<file path="config.mk">
export PLATFORM = sky130hd
export DESIGN_NAME = gpio_ctrl
export DESIGN_NICKNAME = d
export VERILOG_FILES = /design/src/rtl/gpio_pkg.sv /design/src/rtl/gpio_in_sync.sv /design/src/rtl/gpio_ctrl.sv
export SDC_FILE = /design/constraint.sdc
export NUM_CORES = 1
export LEC_CHECK = 0
export CORE_UTILIZATION = 45
export CTS_CLUSTER_SIZE = 20
export DETAILED_ROUTE_END_ITERATION = 10
export GPL_ROUTABILITY_DRIVEN = 0
export MAX_ROUTING_LAYER = met4
export PLACE_DENSITY = 0.7
export RECOVER_POWER = 50
export SLEW_MARGIN = 20
export SYNTH_ARGS = -nofsm -noshare
export SYNTH_HDL_FRONTEND = slang
export SYNTH_SLANG_ARGS = --single-unit
</file>
<file path="constraint.sdc">
create_clock -name sys_clk -period 1.3 [get_ports sys_clk]
set_input_delay 0.325 -clock sys_clk [delete_from_list [all_inputs] [get_ports sys_clk]]
set_output_delay 0.325 -clock sys_clk [all_outputs]
set_load 0.01 [all_outputs]
</file>
<file path="src/rtl/gpio_pkg.sv">
// gpio_pkg: register map and default widths shared by the GPIO controller files.
package gpio_pkg;
  localparam int GPIO_DATA_W = 8;
  localparam int GPIO_ADDR_W = 3;
  localparam int GPIO_NUM_DEFAULT = 8;
  localparam int GPIO_DEBOUNCE_DEFAULT = 16;
  typedef enum logic [GPIO_ADDR_W-1:0] {
    GPIO_ADDR_DATA_OUT   = 3'd0,
    GPIO_ADDR_OE         = 3'd1,
    GPIO_ADDR_DATA_IN    = 3'd2,
    GPIO_ADDR_IRQ_EN     = 3'd3,
    GPIO_ADDR_IRQ_STATUS = 3'd4,
    GPIO_ADDR_EDGE_SEL   = 3'd5,
    GPIO_ADDR_EDGE_BOTH  = 3'd6,
    GPIO_ADDR_RSVD       = 3'd7
  } gpio_addr_e;
endpackage

</file>
<file path="src/rtl/gpio_in_sync.sv">
// gpio_in_sync: per-pin 2-flop pad synchronizer, edge history and rise/fall pulses.
// Optional per-pin debounce counters when GPIO_DEBOUNCE_EN is defined.
module gpio_in_sync #(
  parameter int W = 8,
  parameter int DEBOUNCE_CYCLES = 16
) (
  input  logic         sys_clk,
  input  logic         sys_rst,
  input  logic [W-1:0] pad_i,
  output logic [W-1:0] level_o,
  output logic [W-1:0] rise_o,
  output logic [W-1:0] fall_o
);
  logic [W-1:0] sync1_q, sync2_q, hist_q, level;
  if (DEBOUNCE_CYCLES < 1) begin : g_bad_cfg
    $error("DEBOUNCE_CYCLES must be at least 1");
  end
`ifdef GPIO_DEBOUNCE_EN
  localparam int CW = $clog2(DEBOUNCE_CYCLES + 1);
  logic [W-1:0] deb_q, deb_d, done;
  // A pin's counter runs only while the synchronized level differs from the accepted one
  for (genvar i = 0; i < W; i++) begin : g_deb
    logic [CW-1:0] cnt_q, cnt_d;
    assign done[i] = (sync2_q[i] != deb_q[i]) && (cnt_q == CW'(DEBOUNCE_CYCLES - 1));
    assign cnt_d = (sync2_q[i] == deb_q[i] || done[i]) ? '0 : cnt_q + 1'b1;
    always_ff @(posedge sys_clk) cnt_q <= sys_rst ? '0 : cnt_d;
  end
  assign deb_d = deb_q ^ done;
  always_ff @(posedge sys_clk) deb_q <= sys_rst ? '0 : deb_d;
  assign level = deb_q;
`else
  assign level = sync2_q;
`endif
  always_ff @(posedge sys_clk) begin
    if (sys_rst) begin
      sync1_q <= '0;
      sync2_q <= '0;
      hist_q  <= '0;
    end else begin
      sync1_q <= pad_i;
      sync2_q <= sync1_q;
      hist_q  <= level;
    end
  end
  assign level_o = level;
  assign rise_o  = level & ~hist_q;
  assign fall_o  = ~level & hist_q;
endmodule

</file>
<file path="src/rtl/gpio_ctrl.sv">
// gpio_ctrl: register-mapped GPIO pad controller with edge interrupts.
// Define GPIO_DEBOUNCE_EN to insert per-pin input debounce ahead of DATA_IN/edge logic.
module gpio_ctrl
  import gpio_pkg::*;
#(
  parameter int NUM_GPIO = GPIO_NUM_DEFAULT,
  parameter int ADDR_W = GPIO_ADDR_W,
  parameter int DEBOUNCE_CYCLES = GPIO_DEBOUNCE_DEFAULT
) (
  input  logic                sys_clk,
  input  logic                sys_rst,
  input  logic [ADDR_W-1:0]   reg_addr,
  input  logic                reg_wr_en,
  input  logic [7:0]          reg_wdata,
  input  logic                reg_rd_en,
  output logic [7:0]          reg_rdata,
  output logic                reg_rd_valid,
  output logic [NUM_GPIO-1:0] gpio_data_out,
  output logic [NUM_GPIO-1:0] gpio_oe,
  input  logic [NUM_GPIO-1:0] gpio_data_in,
  output logic                irq
);
  localparam logic [ADDR_W-1:0] A_DO = ADDR_W'(GPIO_ADDR_DATA_OUT);
  localparam logic [ADDR_W-1:0] A_OE = ADDR_W'(GPIO_ADDR_OE);
  localparam logic [ADDR_W-1:0] A_DI = ADDR_W'(GPIO_ADDR_DATA_IN);
  localparam logic [ADDR_W-1:0] A_IE = ADDR_W'(GPIO_ADDR_IRQ_EN);
  localparam logic [ADDR_W-1:0] A_IS = ADDR_W'(GPIO_ADDR_IRQ_STATUS);
  localparam logic [ADDR_W-1:0] A_ES = ADDR_W'(GPIO_ADDR_EDGE_SEL);
  localparam logic [ADDR_W-1:0] A_EB = ADDR_W'(GPIO_ADDR_EDGE_BOTH);
  logic [NUM_GPIO-1:0] data_out_q, data_out_d, oe_q, oe_d, irq_en_q, irq_en_d;
  logic [NUM_GPIO-1:0] status_q, status_d, edge_sel_q, edge_sel_d, edge_both_q, edge_both_d;
  logic [NUM_GPIO-1:0] level, rise, fall, ev, wmask, rd_raw;
  logic [7:0]          rdata_q, rdata_d;
  logic                rd_valid_q, irq_q, irq_d;
  gpio_in_sync #(.W(NUM_GPIO), .DEBOUNCE_CYCLES(DEBOUNCE_CYCLES)) u_in_sync (
    .sys_clk (sys_clk),
    .sys_rst (sys_rst),
    .pad_i   (gpio_data_in),
    .level_o (level),
    .rise_o  (rise),
    .fall_o  (fall)
  );
  assign wmask = reg_wdata[NUM_GPIO-1:0];
  always_comb begin
    data_out_d  = (reg_wr_en && reg_addr == A_DO) ? wmask : data_out_q;
    oe_d        = (reg_wr_en && reg_addr == A_OE) ? wmask : oe_q;
    irq_en_d    = (reg_wr_en && reg_addr == A_IE) ? wmask : irq_en_q;
    edge_sel_d  = (reg_wr_en && reg_addr == A_ES) ? wmask : edge_sel_q;
    edge_both_d = (reg_wr_en && reg_addr == A_EB) ? wmask : edge_both_q;
    ev          = (rise & (edge_both_q | edge_sel_q)) | (fall & (edge_both_q | ~edge_sel_q));
    // Edge set is OR-ed after the W1C clear so a coincident event survives
    status_d    = (status_q & ~((reg_wr_en && reg_addr == A_IS) ? wmask : '0)) | ev;
    irq_d       = |(status_q & irq_en_q);
    rd_raw      = reg_addr == A_DO ? data_out_q :
                  reg_addr == A_OE ? oe_q :
                  reg_addr == A_DI ? level :
                  reg_addr == A_IE ? irq_en_q :
                  reg_addr == A_IS ? status_q :
                  reg_addr == A_ES ? edge_sel_q :
                  reg_addr == A_EB ? edge_both_q : '0;
    rdata_d = '0;
    rdata_d[NUM_GPIO-1:0] = reg_rd_en ? rd_raw : '0;
  end
  always_ff @(posedge sys_clk) begin
    if (sys_rst) begin
      data_out_q  <= '0;
      oe_q        <= '0;
      irq_en_q    <= '0;
      status_q    <= '0;
      edge_sel_q  <= '0;
      edge_both_q <= '0;
      rdata_q     <= '0;
      rd_valid_q  <= 1'b0;
      irq_q       <= 1'b0;
    end else begin
      data_out_q  <= data_out_d;
      oe_q        <= oe_d;
      irq_en_q    <= irq_en_d;
      status_q    <= status_d;
      edge_sel_q  <= edge_sel_d;
      edge_both_q <= edge_both_d;
      rdata_q     <= rdata_d;
      rd_valid_q  <= reg_rd_en;
      irq_q       <= irq_d;
    end
  end
  assign reg_rdata     = rdata_q;
  assign reg_rd_valid  = rd_valid_q;
  assign gpio_data_out = data_out_q;
  assign gpio_oe       = oe_q;
  assign irq           = irq_q;
endmodule
</file>
* Yosys cells after proc, flatten, opt, wreduce, memory -nomap -nowiden *
Index checks and enable logic that the tools add are counted.

word-level totals
  register bits after elaboration = 82
  input bits = 23
  output and inout port bits = 26
  word-level logic and storage cells = 50

cells by class
  eq/ne operators = 6
  mux-type cells = 8
  bitwise operators = 15
  reduce and logical (&&, ||, !) cells = 9

operators by type and width
  cell                                            number
  two-way mux 8 bit                               8
  AND 8 bit                                       6
  NOT 8 bit                                       4
  OR 8 bit                                        4
  == test 3 bit (second input constant)           3
  OR reduction 8 bit                              1
  == test 3 x 2 -> 1 bit (second input constant)  2
  logical AND 1 bit                               6
  == test 3 x 1 -> 1 bit (second input constant)  1
  zero test 3 bit                                 1
  OR reduction 2 bit                              1
  NOT 1 bit                                       1

* Logic depth before layout (Yosys ltp) *
Gate-level depths: netlist of the first run.

  word-level depth = 8
  mapped depth = 5
  mapped depth without buffers = 3

* Modules after synthesis *
A second synthesis of the first run with hierarchy kept.

unflattened totals
  cell total of the unflattened synthesis = 425
  area, all modules = 3732.3 µm²

modules (own cells, without submodules)
  module        times used  cells an instance  area an instance (µm²)  seq. area each (µm²)
  gpio_ctrl     1           359                2939.1                  1161.1
  gpio_in_sync  1           66                 793.3                   480.5

* Worst setup path before layout of the first run *
Ideal clock, no wire load.

  kind = input to register
  from = in reg_wr_en
  to = reg oe_q[0] (netlist: gpio_oe[0])
  data arrival time = 1.170 ns
  path slack = 0.002 ns
  stages on the path = 5
  buffers on the path = 2
  path through = buf_4 > nor4bb_1 > buf_4 > mux2i_1 > nor2_1

between the ends
  longest elaborated chain between the ends = 1

RTL lines
  element               line             RTL
  start, declared       gpio_ctrl.sv:13  input logic reg_wr_en,
  logical AND 1 bit     gpio_ctrl.sv:46  oe_d = (reg_wr_en && reg_addr == A_OE) ? wmask : oe_q;
  end signal, assigned  gpio_ctrl.sv:67  oe_q <= '0;
  end signal, assigned  gpio_ctrl.sv:77  oe_q <= oe_d;
  end, declared         gpio_ctrl.sv:30  logic [NUM_GPIO-1:0] data_out_q, data_out_d, oe_q, oe_d, irq_en_q, irq_en_d;

Every way passes these cells.
A chain may end at the register's enable or synchronous reset.

* Worst setup path in the final report of the first run *
  from = in reg_addr[2]
  to = reg oe_q[4] (netlist: gpio_oe[4])

between the ends
  longest elaborated chain between the ends = 2

RTL lines
  element                 line             RTL
  start, declared         gpio_ctrl.sv:12  input logic [ADDR_W-1:0] reg_addr,
  == test 3 x 1 -> 1 bit  gpio_ctrl.sv:46
  logical AND 1 bit       gpio_ctrl.sv:46

Every way passes these cells.

==> results.py, run 1 <==
metrics = {
    "global_route": {
        "antenna_found_initial": 0,
        "grt_pass1_vias": 3020,
        "globalRouteOverflowTotal": 0,
        "grt_pass1_wl_um": 14700,
        "grt_max_degree": 33,
        "grt_use_total": 0.235,
    },
    "worst_setup_path": {
        "path_buf_inv": 2,
        "rr_worst_depth": 4,
        "r2r-end": "reg_rdata[6]$_SDFF_PP0_",
        "ff2ff_setup_slack_ns": 0.04,
        "cp.required_ns": 1.54,
        "max_stage_delay_ns": 0.37,
        "start_kind": "primary input",
        "worstPathCellList": "dlygate4sd2_1, nor4bb_2, buf_4, mux2i_1, nor2_1",
        "arrival_ns": 1.55,
        "critPathKind": "primary input to flip-flop",
        "path_max_fanout": 6,
        "r2r-start": "gpio_oe[6]$_SDFFE_PP0P_",
        "crit_family": "buffers and inverters",
        "crit_path_end_kind": "flip-flop",
        "crit_slowest_cell": "nor4bb_2",
    },
    "hold_path": {
        "hold_class": "primary input to flip-flop",
        "hold_end": "reg_rdata[3]$_SDFF_PP0_",
        "hp-start": "sys_rst",
        "holdPathStages": 4,
    },
    "timing": {
        "tightest_slew_ns": 0.437,
        "final.setup.worst_slack_ns": -0.00850,
        "max_clock_freq_ghz": 0.764,
        "layout_min_cycle_time_ns": 1.31,
        "drv_slew": 0,
        "tns_ns": -0.0107,
        "setup-violations-final": 2,
        "finClkSkew_ns": 0.00606,
        "hold_viol_final": 0,
        "relSlewSlack": 0.705,
        "fin_crit_sh": 1.01,
        "rsz0062_at_grt": "true",
    },
    "synthesis": {
        "syn_area_um2": 3650,
        "synthDistinctLibCells": 30,
        "ys_warn_count": 0,
        "synth_edf_count": 0,
        "synth.area.top_cells": "dfxtp_1 45%, nor2b_1 7.0%, a21oi_1 6.6%",
        "syn-num-nets": 441,
        "synthCells": 418,
        "synth_area_per_cell_um2": 8.72,
        "yosys.cell_count.top_type": "dfxtp_1",
        "async_reset_ff_frac": 0,
        "yosys-top-cells-count": "82 x dfxtp_1, 64 x nand2_1, 48 x a21oi_1",
        "synth_flop_cell": "dfxtp_1",
        "synth-seq-area-share": 0.450,
        "yosysTopAreaCellShare": 0.450,
        "synth_seq_cells": 82,
        "synth_largest_area_cell": "dfxtp_1",
    },
    "die": {
        "rows": 32,
        "coreArea_um2": 7770,
        "die_y_um": 92.0,
        "initial_core_util": 0.469,
        "die_area_um2": 8470,
        "chipWidth_um": 92.0,
        "io_pins": 49,
    },
    "clock_tree": {
        "cts_buffers": 9,
        "clock_path_buffers": 2,
        "cts_tree": "built",
        "clkSinkCount": 82,
        "clkTransAtPathRegs_ns": 0.08,
        "htree_num_levels": 3,
        "worstSkewPairLatency_ns": 0.36,
        "cts-root-buf": "clkbuf_8",
    },
    "cells_and_area": {
        "drive_gt1_frac": 0.210,
        "diodes": 0,
        "nNetsFinal": 518,
        "post-route-util": 0.614,
        "final_cells": 602,
        "synthToLayoutAreaGrowth_pct": 30.8,
        "multi_input_area_um2": 1850,
        "filler_cell_count": 690,
        "regArea_um2": 1650,
    },
    "drt": {
        "drc": 0,
        "first_pass_iters": 4,
        "antenna_left": 0,
        "wl_um": 9340,
        "wl_per_cell_um": 15.5,
        "num_vias": 3202,
        "viasPerCell": 5.32,
        "initialDrtViolationCount": 178,
    },
    "power_and_ir_drop": {
        "peakVddDrop_mv": 0.524,
        "powerDensity_nw_per_um2": 1130,
        "p_total_mw": 5.37,
        "p_leak_nw": 1.84,
    },
    "placed_design": {
        "dp.cells": 580,
        "port-buffer-count": 48,
        "dpl.hpwl_um": 6450,
    },
    "status": {
        "violations": "negative setup slack",
        "status": "complete, but fails checks",
    },
    "flow_run": {
        "cap_violations": 0,
    },
}
==> registers in the layout, indices dropped and copies added (netlist names), 8 cells and up <==
| signal | count |
|---|---|
| edge_sel_q | 8 |
| gpio_oe | 8 |
| irq_en_q | 8 |
| gpio_data_out | 8 |
| edge_both_q | 8 |
| u_in_sync.hist_q | 8 |
| u_in_sync.level_o | 8 |
| reg_rdata | 8 |
| status_q | 8 |
| u_in_sync.sync1_q | 8 |
==> cells by family (layout without fill, tap and decap cells) <==
kind of cell	count (synthesis)	after routing	synth area share
AO/OA/AOI/OAI	109	109	0.173
XOR/XNOR	16	16	0.0384
buffers and inverters	39	121	0.0535
flip-flops	82	82	0.450
multiplexers	8	8	0.0220
AND/OR/NAND/NOR	164	164	0.263
==> metrics by stage <==
stage | hold slack, ns | setup slack (ns) | area (µm²)
final | 0.341 | -0.00850 | 4770
after floorplan | 0.414 | 0.00225 | 3650
after detailed placement | 0.425 | -0.641 | 4430
after CTS | 0.283 | 0.0000562 | 4730
after global routing | 0.325 | -0.0821 | 4770
after global placement | 0.420 | -0.570 | 4430
==> tightest hold or removal path: stages <==
cell      delay [ns]
clkbuf_1        0.11
nor2b_2         0.07
o21ai_0         0.09
a311oi_1        0.05
==> area by class of cell <==
class,instances,share of cell area
multi-input cells,297,0.388
repair buffers,97,0.184
inverters,8,0.00630
well taps,102,0.0268
clock inverters,6,0.0189
flip-flops and latches,82,0.347
clock buffers,10,0.0289
==> routing by layer <==
layer  wire [µm]  part of all wire  GRT usage
met2        4740              0.51      0.390
met1        3830              0.41      0.271
met4         257             0.028      0.118
met5           0                 0          -
met3         512             0.055     0.0431
==> report_power, final <==
| group | switching, mW | total [mW] | internal [mW] |
|---|---|---|---|
| registers | 0.0596 | 2.65 | 2.60 |
| logic | 0.296 | 0.609 | 0.312 |
| clock network | 0.968 | 2.10 | 1.14 |
| total | 1.32 | 5.37 | 4.04 |
==> worst max-delay path by stage <==
stage | startpoint | end | cells after the start
6_report | reg_addr[2] | gpio_oe[4]$_SDFFE_PP0P_ | 5
5_1_grt | reg_addr[2] | gpio_oe[4]$_SDFFE_PP0P_ | 5
4_1_cts | reg_rdata[4]$_SDFF_PP0_ | reg_rdata[4] | 1
3_5_place_dp | reg_addr[1] | reg_rdata[0]$_SDFF_PP0_ | 4
3_3_place_gp | reg_addr[1] | reg_rdata[4]$_SDFF_PP0_ | 5
2_1_floorplan | reg_wr_en | gpio_oe[0]$_SDFFE_PP0P_ | 5
==> timing repair <==
action                                  in CTS  in global routing
endpoints found under the hold margin        0                  0
resized for setup                           73                 25
buffers inserted                             0                  5
hold buffers                                 0                  0
pin swaps                                    0                  0
endpoints found under the setup margin      80                 38
cloned                                       1                  0
==> cells in the final DEF, fill, tap and decap left out, drive strengths merged, types with 2 or more instances in the layout <==
| cell type | n |
|---|---|
| o21ai | 32 |
| clkdlybuf4s50 | 17 |
| xor2 | 8 |
| xnor2 | 8 |
| nand2b | 16 |
| buf | 48 |
| clkinv | 3 |
| and4b | 3 |
| a22oi | 4 |
| dlygate4sd2 | 7 |
| or3b | 16 |
| a21o | 16 |
| clkdlybuf4s15 | 15 |
| dfxtp | 82 |
| a21oi | 48 |
| nor2 | 8 |
| nand3 | 8 |
| bufinv | 2 |
| nor2b | 41 |
| clkbuf | 19 |
| nand4b | 3 |
| nand2 | 64 |
| mux2i | 8 |
| inv | 8 |
| a311oi | 8 |
Note: power is estimated with default switching activity, not from simulation.
==> run 2, diff against run 1 <==
Settings changed: SKIP_CTS_REPAIR_TIMING set to 1, SLEW_MARGIN 20 to not set.
==> results.py, run 2 (synthesis gave the netlist of run 1 again) <==
metrics = {
    "drt": {
        "initialDrtViolationCount": 237,
        "num_vias": 3177,
        "drc": 0,
        "first_pass_iters": 4,
        "viasPerCell": 5.32,
        "wl_um": 9250,
        "wl_per_cell_um": 15.5,
        "antenna_left": 0,
    },
    "worst_setup_path": {
        "start_kind": "primary input",
        "critPathKind": "primary input to flip-flop",
        "path_max_fanout": 15,
        "cp.required_ns": 1.50,
        "arrival_ns": 1.43,
        "crit_path_end_kind": "flip-flop",
    },
    "timing": {
        "rsz0062_at_grt": "false",
        "tightest_slew_ns": 0.704,
        "max_clock_freq_ghz": 0.813,
        "drv_slew": 0,
        "fin_crit_sh": 0.946,
        "relSlewSlack": 0.531,
        "layout_min_cycle_time_ns": 1.23,
        "hold_viol_final": 0,
        "finClkSkew_ns": 0.00886,
        "setup-violations-final": 0,
    },
    "cells_and_area": {
        "drive_gt1_frac": 0.139,
        "nNetsFinal": 513,
        "post-route-util": 0.615,
        "final_cell_mix": "78 x dfxtp_1, 64 x nand2_1, 48 x a21oi_1, 40 x nor2b_1, 35 x buf_4",
        "final_common_cell": "dfxtp_1",
        "diodes": 0,
        "synthToLayoutAreaGrowth_pct": 31.1,
    },
    "status": {
        "status": "completed",
    },
    "flow_run": {
        "cap_violations": 0,
    },
    "clock_tree": {
        "clkSinkCount": 82,
        "cts_buffers": 9,
        "cts_tree": "built",
        "worstSkewPairLatency_ns": 0.36,
        "clock_path_buffers": 2,
        "clkTransAtPathRegs_ns": 0.08,
        "htree_num_levels": 3,
        "cts-root-buf": "clkbuf_8",
    },
    "global_route": {
        "grt_pass1_vias": 2982,
        "grt_use_total": 0.230,
        "grt_pass1_wl_um": 14400,
        "antenna_found_initial": 0,
        "grt_max_degree": 40,
        "globalRouteOverflowTotal": 0,
    },
    "power_and_ir_drop": {
        "peakVddDrop_mv": 0.523,
        "p_leak_nw": 2.24,
        "p_total_mw": 5.36,
        "powerDensity_nw_per_um2": 1120,
    },
    "die": {
        "die_area_um2": 8470,
        "initial_core_util": 0.469,
        "die_y_um": 92.0,
        "rows": 32,
        "io_pins": 49,
        "coreArea_um2": 7770,
        "chipWidth_um": 92.0,
    },
    "placed_design": {
        "port-buffer-count": 48,
        "dpl.hpwl_um": 6450,
    },
    "hold_path": {
        "hold_class": "primary input to flip-flop",
    },
}
run 2: cell count changes in the layout (fill, tap and decap cells not counted), sizes merged:
cell / previous run / this run
buf: 48 / 39
bufbuf: 1 / 0
clkbuf: 19 / 17
clkdlybuf4s15: 15 / 0
dlygate4sd2: 7 / 0
dlymetal6s2s: 0 / 29
run 2: where the power goes:
part           internal, mW  switching [mW]
logic                 0.303           0.291
clock network          1.14           0.970
registers              2.59          0.0597
run 2: metrics by stage:
| stage | hold WS, ns | setup slack (ns) | instance area [µm²] | setup TNS (ns) | cells |
|---|---|---|---|---|---|
| final | 0.353 | 0.0701 | 4780 | 0 | 597 |
| after global routing | 0.353 | 0.0102 | 4780 | 0 | 597 |
| after global placement | 0.420 | -0.570 | 4430 | -28.78 | 580 |
| after CTS | 0.303 | -0.360 | 4650 | -16.58 | 596 |
| after floorplan | 0.414 | 0.00225 | 3650 | 0 | 418 |
| after detailed placement | 0.425 | -0.641 | 4430 | -30.74 | 580 |
run 2: worst paths after layout:
kind,from,endpoint,slack (ns),cells past startpoint
min,sys_rst,reg_rdata[3]$_SDFF_PP0_,0.35,4
min reg2reg,u_in_sync.sync1_q[2]$_SDFF_PP0_,u_in_sync.level_o[2]$_SDFF_PP0_,0.44,1
max,sys_rst,irq$_SDFF_PP0_,0.07,4
max reg2reg,gpio_oe[0]$_SDFFE_PP0P_,reg_rdata[0]$_SDFF_PP0_,0.10,4
run 2: worst max-delay path, cell delays in order:
cell	delay, ns
clkbuf_1	0.14
buf_4	0.24
clkbuf_1	0.57
a41oi_1	0.15
run 2: area by class of cell:
| cell class | instances | area [µm²] |
|---|---|---|
| clock buffers | 10 | 138 |
| clock inverters | 6 | 90.1 |
| fillers | 692 | 2990 |
| inverters | 8 | 30.0 |
| multi-input cells | 297 | 1830 |
| flip-flops and latches | 82 | 1650 |
| well taps | 102 | 128 |
| repair buffers | 92 | 916 |
run 2: routing by layer:
layer  global-route usage  up-vias  part of all wire  wire length (µm)
met4                0.111        0             0.023               209
met3               0.0415       15             0.044               406
met2                0.388       90              0.51              4750
met5                    -        -                 0                 0
li1                     -     1571                 -                 -
met1                0.263     1501              0.42              3880
